**config.mk**
```make
export PLATFORM = sky130hd
export DESIGN_NAME = e203_exu_brchslv_reg_flat
export DESIGN_NICKNAME = d
export VERILOG_FILES = /design/src/rtl/e203_exu_brchslv_reg_if.sv /design/src/rtl/e203_exu_brchslv_reg.sv /design/src/flat_wrapper.sv
export SDC_FILE = /design/constraint.sdc
export NUM_CORES = 1
export LEC_CHECK = 0
export ABC_AREA = 1
export CORE_MARGIN = 5
export CORE_UTILIZATION = 30
export CTS_CLUSTER_DIAMETER = 60
export DETAILED_ROUTE_END_ITERATION = 10
export GPL_TIMING_DRIVEN = 0
export PLACE_DENSITY = 0.73
export SLEW_MARGIN = 20
export SYNTH_ARGS = -nofsm -noshare
export SYNTH_HDL_FRONTEND = slang
export SYNTH_SLANG_ARGS = --single-unit
export TNS_END_PERCENT = 100
```
**constraint.sdc**
```tcl
create_clock -name clk -period 4.6 [get_ports clk]
set_input_delay 1.15 -clock clk [delete_from_list [all_inputs] [get_ports clk]]
set_output_delay 1.15 -clock clk [all_outputs]
set_load 0.01 [all_outputs]
```
**src/rtl/e203_exu_brchslv_reg_if.sv**
```systemverilog
// Commit-to-branch-resolve handshake and IFU redirect bundle for e203_exu_brchslv_reg.
// master = commit stage / IFU side, slave = branch-resolve unit.
interface e203_exu_brchslv_reg_if #(
  parameter int unsigned PC_W = 32,
  parameter int unsigned XLEN = 32
);
  logic            cmt_i_valid;
  logic            cmt_i_ready;
  logic            cmt_i_rv32;
  logic            cmt_i_bjp;
  logic            cmt_i_bjp_prdt;
  logic            cmt_i_bjp_rslv;
  logic            cmt_i_fencei;
  logic            cmt_i_mret;
  logic            cmt_i_dret;
  logic [PC_W-1:0] cmt_i_pc;
  logic [XLEN-1:0] cmt_i_imm;
  logic            brchmis_flush_req;
  logic            brchmis_flush_ack;
  logic [PC_W-1:0] brchmis_flush_pc;
  logic            cmt_mret_ena;
  logic            cmt_dret_ena;
  logic            cmt_fencei_ena;

  modport master (
    output cmt_i_valid, cmt_i_rv32, cmt_i_bjp, cmt_i_bjp_prdt, cmt_i_bjp_rslv,
           cmt_i_fencei, cmt_i_mret, cmt_i_dret, cmt_i_pc, cmt_i_imm,
           brchmis_flush_ack,
    input  cmt_i_ready, brchmis_flush_req, brchmis_flush_pc,
           cmt_mret_ena, cmt_dret_ena, cmt_fencei_ena
  );

  modport slave (
    input  cmt_i_valid, cmt_i_rv32, cmt_i_bjp, cmt_i_bjp_prdt, cmt_i_bjp_rslv,
           cmt_i_fencei, cmt_i_mret, cmt_i_dret, cmt_i_pc, cmt_i_imm,
           brchmis_flush_ack,
    output cmt_i_ready, brchmis_flush_req, brchmis_flush_pc,
           cmt_mret_ena, cmt_dret_ena, cmt_fencei_ena
  );
endinterface

```
**src/rtl/e203_exu_brchslv_reg.sv**
```systemverilog
// Registered branch-resolve unit: captures redirect PC into a one-entry flush buffer
// and holds the flush request until the IFU acks. Perf counters built with E203_BRSLV_PERF_EN.
module e203_exu_brchslv_reg #(
  parameter int unsigned PC_W  = 32,
  parameter int unsigned XLEN  = 32,
  parameter int unsigned CNT_W = 32
) (
  input  logic                 clk,
  input  logic                 rst_n,
  e203_exu_brchslv_reg_if.slave bus,
  input  logic [PC_W-1:0]      csr_epc_r,
  input  logic [PC_W-1:0]      csr_dpc_r,
  input  logic                 nonalu_excpirq_flush_req_raw,
  input  logic                 perf_clr,
  output logic [CNT_W-1:0]     perf_bjp_cnt,
  output logic [CNT_W-1:0]     perf_mis_cnt
);

  typedef enum logic {
    IDLE = 1'b0,
    PEND = 1'b1
  } state_t;

  state_t          state;
  logic [PC_W-1:0] flush_pc_r;
  logic            kind_mret;
  logic            kind_dret;
  logic            kind_fencei;

  logic            brch_class;
  logic            need_flush;
  logic            accept;
  logic            flush_req;
  logic            flush_hsk;
  logic [PC_W-1:0] seq_pc;
  logic [PC_W-1:0] off_pc;
  logic [PC_W-1:0] target;

  always_comb begin
    brch_class = bus.cmt_i_bjp | bus.cmt_i_fencei | bus.cmt_i_mret | bus.cmt_i_dret;
    need_flush = (bus.cmt_i_bjp & (bus.cmt_i_bjp_prdt ^ bus.cmt_i_bjp_rslv))
               | bus.cmt_i_fencei | bus.cmt_i_mret | bus.cmt_i_dret;
    seq_pc     = bus.cmt_i_pc + (bus.cmt_i_rv32 ? PC_W'(4) : PC_W'(2));
    off_pc     = bus.cmt_i_pc + bus.cmt_i_imm[PC_W-1:0];
    if (bus.cmt_i_dret)
      target = csr_dpc_r;
    else if (bus.cmt_i_mret)
      target = csr_epc_r;
    else if (bus.cmt_i_fencei | bus.cmt_i_bjp_prdt)
      target = seq_pc;
    else
      target = off_pc;
  end

  // A pending redirect is only masked by the non-ALU flush, never cancelled by it.
  assign flush_req = (state == PEND) & ~nonalu_excpirq_flush_req_raw;
  assign flush_hsk = flush_req & bus.brchmis_flush_ack;
  assign accept    = bus.cmt_i_valid & bus.cmt_i_ready;

  assign bus.cmt_i_ready       = (state == IDLE) & (~brch_class | ~nonalu_excpirq_flush_req_raw);
  assign bus.brchmis_flush_req = flush_req;
  assign bus.brchmis_flush_pc  = flush_pc_r;
  assign bus.cmt_mret_ena      = flush_hsk & kind_mret;
  assign bus.cmt_dret_ena      = flush_hsk & kind_dret;
  assign bus.cmt_fencei_ena    = flush_hsk & kind_fencei;

  always_ff @(posedge clk) begin
    if (!rst_n) begin
      state       <= IDLE;
      flush_pc_r  <= '0;
      kind_mret   <= 1'b0;
      kind_dret   <= 1'b0;
      kind_fencei <= 1'b0;
    end else if (state == IDLE) begin
      if (accept & need_flush) begin
        state       <= PEND;
        flush_pc_r  <= target;
        kind_mret   <= bus.cmt_i_mret;
        kind_dret   <= bus.cmt_i_dret;
        kind_fencei <= bus.cmt_i_fencei;
      end
    end else if (flush_hsk) begin
      state <= IDLE;
    end
  end

`ifdef E203_BRSLV_PERF_EN
  logic [CNT_W-1:0] bjp_cnt;
  logic [CNT_W-1:0] mis_cnt;

  always_ff @(posedge clk) begin
    if (!rst_n || perf_clr) begin
      bjp_cnt <= '0;
      mis_cnt <= '0;
    end else if (accept & bus.cmt_i_bjp) begin
      if (bus.cmt_i_bjp_prdt == bus.cmt_i_bjp_rslv) begin
        if (bjp_cnt != '1) bjp_cnt <= bjp_cnt + CNT_W'(1);
      end else begin
        if (mis_cnt != '1) mis_cnt <= mis_cnt + CNT_W'(1);
      end
    end
  end

  assign perf_bjp_cnt = bjp_cnt;
  assign perf_mis_cnt = mis_cnt;
`else
  logic perf_clr_unused;
  assign perf_clr_unused = perf_clr;
  assign perf_bjp_cnt    = '0;
  assign perf_mis_cnt    = '0;
`endif

endmodule

```
**src/flat_wrapper.sv**
```systemverilog
// flat-port wrapper written by rule: the top's interface ports become plain ports
module e203_exu_brchslv_reg_flat 
#(
  parameter int unsigned PC_W  = 32,
  parameter int unsigned XLEN  = 32,
  parameter int unsigned CNT_W = 32
)
  (clk, rst_n, csr_epc_r, csr_dpc_r, nonalu_excpirq_flush_req_raw, perf_clr, perf_bjp_cnt, perf_mis_cnt, bus_cmt_i_valid, bus_cmt_i_rv32, bus_cmt_i_bjp, bus_cmt_i_bjp_prdt, bus_cmt_i_bjp_rslv, bus_cmt_i_fencei, bus_cmt_i_mret, bus_cmt_i_dret, bus_cmt_i_pc, bus_cmt_i_imm, bus_brchmis_flush_ack, bus_cmt_i_ready, bus_brchmis_flush_req, bus_brchmis_flush_pc, bus_cmt_mret_ena, bus_cmt_dret_ena, bus_cmt_fencei_ena);
  e203_exu_brchslv_reg_if #(.PC_W(PC_W), .XLEN(XLEN)) bus_i ();
  input  logic clk;
  input  logic rst_n;
  input  logic [PC_W-1:0] csr_epc_r;
  input  logic [PC_W-1:0] csr_dpc_r;
  input  logic nonalu_excpirq_flush_req_raw;
  input  logic perf_clr;
  output logic [CNT_W-1:0] perf_bjp_cnt;
  output logic [CNT_W-1:0] perf_mis_cnt;
  input wire logic [$bits(bus_i.cmt_i_valid)-1:0] bus_cmt_i_valid;
  input wire logic [$bits(bus_i.cmt_i_rv32)-1:0] bus_cmt_i_rv32;
  input wire logic [$bits(bus_i.cmt_i_bjp)-1:0] bus_cmt_i_bjp;
  input wire logic [$bits(bus_i.cmt_i_bjp_prdt)-1:0] bus_cmt_i_bjp_prdt;
  input wire logic [$bits(bus_i.cmt_i_bjp_rslv)-1:0] bus_cmt_i_bjp_rslv;
  input wire logic [$bits(bus_i.cmt_i_fencei)-1:0] bus_cmt_i_fencei;
  input wire logic [$bits(bus_i.cmt_i_mret)-1:0] bus_cmt_i_mret;
  input wire logic [$bits(bus_i.cmt_i_dret)-1:0] bus_cmt_i_dret;
  input wire logic [$bits(bus_i.cmt_i_pc)-1:0] bus_cmt_i_pc;
  input wire logic [$bits(bus_i.cmt_i_imm)-1:0] bus_cmt_i_imm;
  input wire logic [$bits(bus_i.brchmis_flush_ack)-1:0] bus_brchmis_flush_ack;
  output wire logic [$bits(bus_i.cmt_i_ready)-1:0] bus_cmt_i_ready;
  output wire logic [$bits(bus_i.brchmis_flush_req)-1:0] bus_brchmis_flush_req;
  output wire logic [$bits(bus_i.brchmis_flush_pc)-1:0] bus_brchmis_flush_pc;
  output wire logic [$bits(bus_i.cmt_mret_ena)-1:0] bus_cmt_mret_ena;
  output wire logic [$bits(bus_i.cmt_dret_ena)-1:0] bus_cmt_dret_ena;
  output wire logic [$bits(bus_i.cmt_fencei_ena)-1:0] bus_cmt_fencei_ena;
  assign bus_i.cmt_i_valid = bus_cmt_i_valid;
  assign bus_i.cmt_i_rv32 = bus_cmt_i_rv32;
  assign bus_i.cmt_i_bjp = bus_cmt_i_bjp;
  assign bus_i.cmt_i_bjp_prdt = bus_cmt_i_bjp_prdt;
  assign bus_i.cmt_i_bjp_rslv = bus_cmt_i_bjp_rslv;
  assign bus_i.cmt_i_fencei = bus_cmt_i_fencei;
  assign bus_i.cmt_i_mret = bus_cmt_i_mret;
  assign bus_i.cmt_i_dret = bus_cmt_i_dret;
  assign bus_i.cmt_i_pc = bus_cmt_i_pc;
  assign bus_i.cmt_i_imm = bus_cmt_i_imm;
  assign bus_i.brchmis_flush_ack = bus_brchmis_flush_ack;
  assign bus_cmt_i_ready = bus_i.cmt_i_ready;
  assign bus_brchmis_flush_req = bus_i.brchmis_flush_req;
  assign bus_brchmis_flush_pc = bus_i.brchmis_flush_pc;
  assign bus_cmt_mret_ena = bus_i.cmt_mret_ena;
  assign bus_cmt_dret_ena = bus_i.cmt_dret_ena;
  assign bus_cmt_fencei_ena = bus_i.cmt_fencei_ena;
  e203_exu_brchslv_reg #(.PC_W(PC_W), .XLEN(XLEN), .CNT_W(CNT_W)) u_core (.clk(clk), .rst_n(rst_n), .bus(bus_i), .csr_epc_r(csr_epc_r), .csr_dpc_r(csr_dpc_r), .nonalu_excpirq_flush_req_raw(nonalu_excpirq_flush_req_raw), .perf_clr(perf_clr), .perf_bjp_cnt(perf_bjp_cnt), .perf_mis_cnt(perf_mis_cnt));
endmodule
```
==> results, run 1 <==
- The run finished with clean final reports.
- The worst setup slack for register-to-register paths is 3100 ps.
- The number of library cell types mapped by synthesis is 35.
- The post-synthesis adder-cell area fraction is 8.51%.
- The aggregate negative setup slack is 0 ps.
- The worst setup path is of the in2reg kind.
- The count of buffers added by post-CTS timing repair for setup is 0.
- The via count of the first global-routing pass is 5486.
- The number of gates resized after CTS is 0.
- At the pin with the least slew margin, the transition time is 595 ps.
- The combinational power share is 44.2%.
- Per report_power, the sequential group accounts for 26.4% of the total.
- Input and output buffers added on the ports amount to 176.
- The number of violations of the max-capacitance limit is 0.
- Of the synthesized area, sequential elements account for 15.0%.
- For hold timing, the worst endpoint is u_core.kind_fencei.
- The total via count in the routed design is 5554.
- STA classifies the critical path endpoint as a register.
- The area of the mapped netlist is 4800 sq um.
- The post-CTS clock slew at the launch and capture registers of the worst setup and hold paths is 50 ps.
- By area, the combinational part of the netlist is dominated by simple AND/OR/NAND/NOR gates.
- Of the available clock period, the critical path in the final layout requires 93.3%.
- The floorplan step defined a die boundary enclosing 18600 sq um.
- The worst endpoint required time is 4740 ps.
- The kind of launch point of the worst setup path is a primary input.
- The wire length after detailed routing is 17.8 mm.
- The largest driver fanout on the critical path is 10.
- In this run the most critical hold path is launched from u_core.kind_fencei.
- From left edge to right edge, the die measures 136 um.
- The switching power of the nets is 0.433 mW.
- Setup repair after global routing left no endpoint under its margin.
- The total count of hold-check failures in the final report is 0.
- The initial antenna violation count is 0.
- The standard-cell row count is 46.
- The design internal power is 0.872 mW.
- Dividing the detail-routed wire length by the instance count gives 13.7 um.
- The initial DRC count is 265.
- The synthesized netlist devotes 33.6% of its cell area to simple gates.
- The HPWL reported at the end of detailed placement is 15.6 mm.
- The endpoint of the lowest-slack register-to-register path is u_core.bus.brchmis_flush_pc[5].
- The repair_antennas step left the layout with diodes totalling 0.
- The clock network burns 29.4% of the power.
- After synthesis, the mean cell area works out to 5.76 sq um.
- The leakage dissipation is 3.72 nW.
- TritonCTS built the clock tree.
- After synthesis, the share of cell area in mux cells is 0%.
- Counting the buffers created by CTS gives 5.
- The total power density per cell area is 181 nW/um^2.
- The share of final-layout standard cells stronger than drive strength 1 is 8.89%.
- The clock tree root buffer cell is clkbuf_16.
- The post-layout net count is 1252.
- The worst hold path passes through 2 cells.
- The worst max-slew margin expressed relative to the limit is 60.4%.
- For this run, the share of the core covered by cells in the final layout is 45.8%.
- The count of TritonRoute iterations in the first routing pass is 5.
- The number of hold buffers added after cts is 0.
- The number of register bits inferred by synthesis is 36.
- 242 I/O pins were placed.
- In this run the critical register-to-register path is launched from u_core.state.
- The detail route stage leaves a number of antenna-violating nets equal to 0.
- Yosys printed 0 warnings.
- Clock latency on the worst-skew pair, taken at its later pin, is 280 ps.
- The largest clock skew in the final design is 6.53 ps.
- Global routing used 18.6% of the available tracks across all layers.
- The vias per cell is 4.29.
- The path class of the tightest hold or removal check is reg2reg.
- The synthesized netlist devotes 2.92% of its cell area to XOR and XNOR gates.
- The area of the placeable core is 15800 sq um.
- Entering global routing, the biggest net connects 12 pins.
- The deepest level of the CTS H-tree is 2.
- The clock sink count is 36.
- The first global-routing pass estimated 27.4 mm of wire.
- The final setup violation count is 0.
- Synthesis handed over a netlist of 833 instances.
- Global routing finished with a remaining overflow of 0.
- Measured in cells, the most critical reg-to-reg path has a length of 7.
- From synthesis to final layout, the design area changed by 50.7%.
- The deepest clock path buffer count is 2.
- The minimum period implied by the final worst setup slack is 4290 ps.
- The design draws 1.31 mW.
- The maximum operating frequency is 233 MHz.
- Summing the areas of all compound-gate instances in the mapped netlist gives 16.6% of the synthesized area.
- Routability-driven placement finished with a final weighted congestion of 0.875.
- VDD sags by at most 0.154 mV.
- STA puts the critical path data arrival time at 4430 ps.
- The switching power share of the total is 33.2%.
- Measured along the y axis, the die boundary spans 136 um.
- The number of max-slew violations in the final report was 0.
- The initial cell density of the core is 30.4%.
- The DRC violation count after routing is 0.
-- stage by stage --
stage	cells	hold WS, ps	setup WS [ps]	instance area (sq um)
3_3_place_gp	1288	441	-145	7060
4_1_cts	1296	455	138	7230
3_5_place_dp	1288	446	-158	7060
6_report	1296	456	308	7230
5_1_grt	1296	489	0.858	7230
2_1_floorplan	896	429	1300	5030
-- cell families after synthesis --
| logic type | Yosys count |
|---|---|
| adders and majority gates | 32 |
| DFF | 36 |
| other | 1 |
| xor gates and xnor gates | 16 |
| and+or+nand+nor | 404 |
| AOI/OAI and AO/OA | 128 |
| buffers and inverters | 216 |
-- power by group through the flow --
stage | registers (mW) | logic [mW] | clock network [mW]
4_1_cts | 0.345 | 0.576 | 0.389
5_1_grt | 0.348 | 0.638 | 0.402
3_5_place_dp | 0.352 | 0.573 | 0
2_1_floorplan | 0.358 | 0.314 | 0
3_3_place_gp | 0.351 | 0.569 | 0
6_report | 0.345 | 0.576 | 0.384
-- area by class of cell --
class | count | area, sq um
Buffer | 84 | 618
Multi-Input combinational cell | 644 | 3190
Clock buffer | 6 | 129
Sequential cell | 36 | 721
Fill cell | 1713 | 8540
Inverter | 132 | 500
Tap cell | 216 | 270
Timing Repair Buffer | 176 | 1760
Clock inverter | 2 | 35.0
-- layer usage --
layer	routed length, um	global-route usage (%)	up-vias
met2	8370	33.2	199
met5	0	0	-
met3	1320	3.22	16
met4	293	3.92	0
met1	7820	23.3	2364
li1	-	-	2975
-- synth_stat cells --
master    number  area, sq um
buf_6          6         67.6
nor3_1         9         45.0
a21oi_1       59          295
xnor2_1        6         52.6
o21ai_0       25          125
o21ai_1        1         5.00
o211ai_1       6         45.0
a22oi_2       10          125
a21boi_0       1         7.51
inv_2          1         3.75
nor2_1       130          488
and3_1         1         6.26
buf_2          1         5.00
a22oi_1       16          120
nand3_1       37          185
nand4_1        1         6.26
clkinv_4       1         8.76
dfxtp_1       36          721
a31oi_1        3         18.8
o21bai_1       4         30.0
xor2_1        10         87.6
inv_1        129          484
clkbuf_1      11         41.3
nand3b_1       1         7.51
ha_1          31          388
nand2_4        2         22.5
and2_1         5         31.3
fa_1           1         20.0
clkinv_1       1         3.75
conb_1         1         3.75
a21oi_2        1         8.76
buf_4         65          488
a211oi_1       2         15.0
buf_8          1         15.0
nand2_1      218          818
-- critical path: stages --
cell             delay, ps
clkdlybuf4s50_1        460
nor2_1                 360
inv_1                  180
clkbuf_2               260
nor2_1                 140
ha_1                   180
inv_1                   60
fa_1                   410
nor2_1                 120
nor2_1                  90
o21ai_0                280
nand2_1                 90
nand2_1                150
xor2_1                  90
o21ai_0                300
a21oi_1                100
-- how the worst max path moves through the flow --
stage / startpoint / end / slack [ps] / cells after the start
6_report: bus_cmt_i_fencei / u_core.bus.brchmis_flush_pc[14] / 310 / 16
5_1_grt: bus_cmt_i_fencei / u_core.bus.brchmis_flush_pc[14] / 0.9 / 16
4_1_cts: bus_cmt_i_fencei / u_core.bus.brchmis_flush_pc[30] / 140 / 17
3_5_place_dp: bus_cmt_i_fencei / u_core.bus.brchmis_flush_pc[30] / -160 / 17
3_3_place_gp: bus_cmt_i_fencei / u_core.bus.brchmis_flush_pc[30] / -150 / 17
2_1_floorplan: bus_cmt_i_fencei / u_core.bus.brchmis_flush_pc[22] / 1300 / 17
-- cell usage in the layout, fill, tap and decap left out, types with 2 or more instances in the layout --
cell type        Yosys  final
clkbuf_16            0      5
ha_1                31     31
nand2_4              2      2
xor2_1              10     10
conb_1               1     64
o21bai_1             4      4
nand2_1            218    218
buf_6                6      6
dfxtp_1             36     36
o21ai_0             25     25
clkbuf_1            11     11
clkdlybuf4s50_1      0    176
and2_1               5      5
a31oi_1              3      3
a21oi_1             59     59
nor2_1             130    130
nand3_1             37     37
buf_4               65     65
o211ai_1             6      6
inv_1              129    129
a211oi_1             2      2
xnor2_1              6      6
a22oi_2             10     10
a22oi_1             16     16
nor3_1               9      9
-- sequential cells by signal, summed over array words and instances (netlist names) --
register and cells:
u_core.kind_mret 1, u_core.state 1, u_core.kind_fencei 1, u_core.kind_dret 1
u_core.bus.brchmis_flush_pc 32
Power figures use the tool's default switching activity.
==> run 2: changes to the inputs <==
Settings changed: CTS_CLUSTER_SIZE set to 8.
==> results of run 2 <==
Final layout, timing and power as in run 1 (identical DEF).
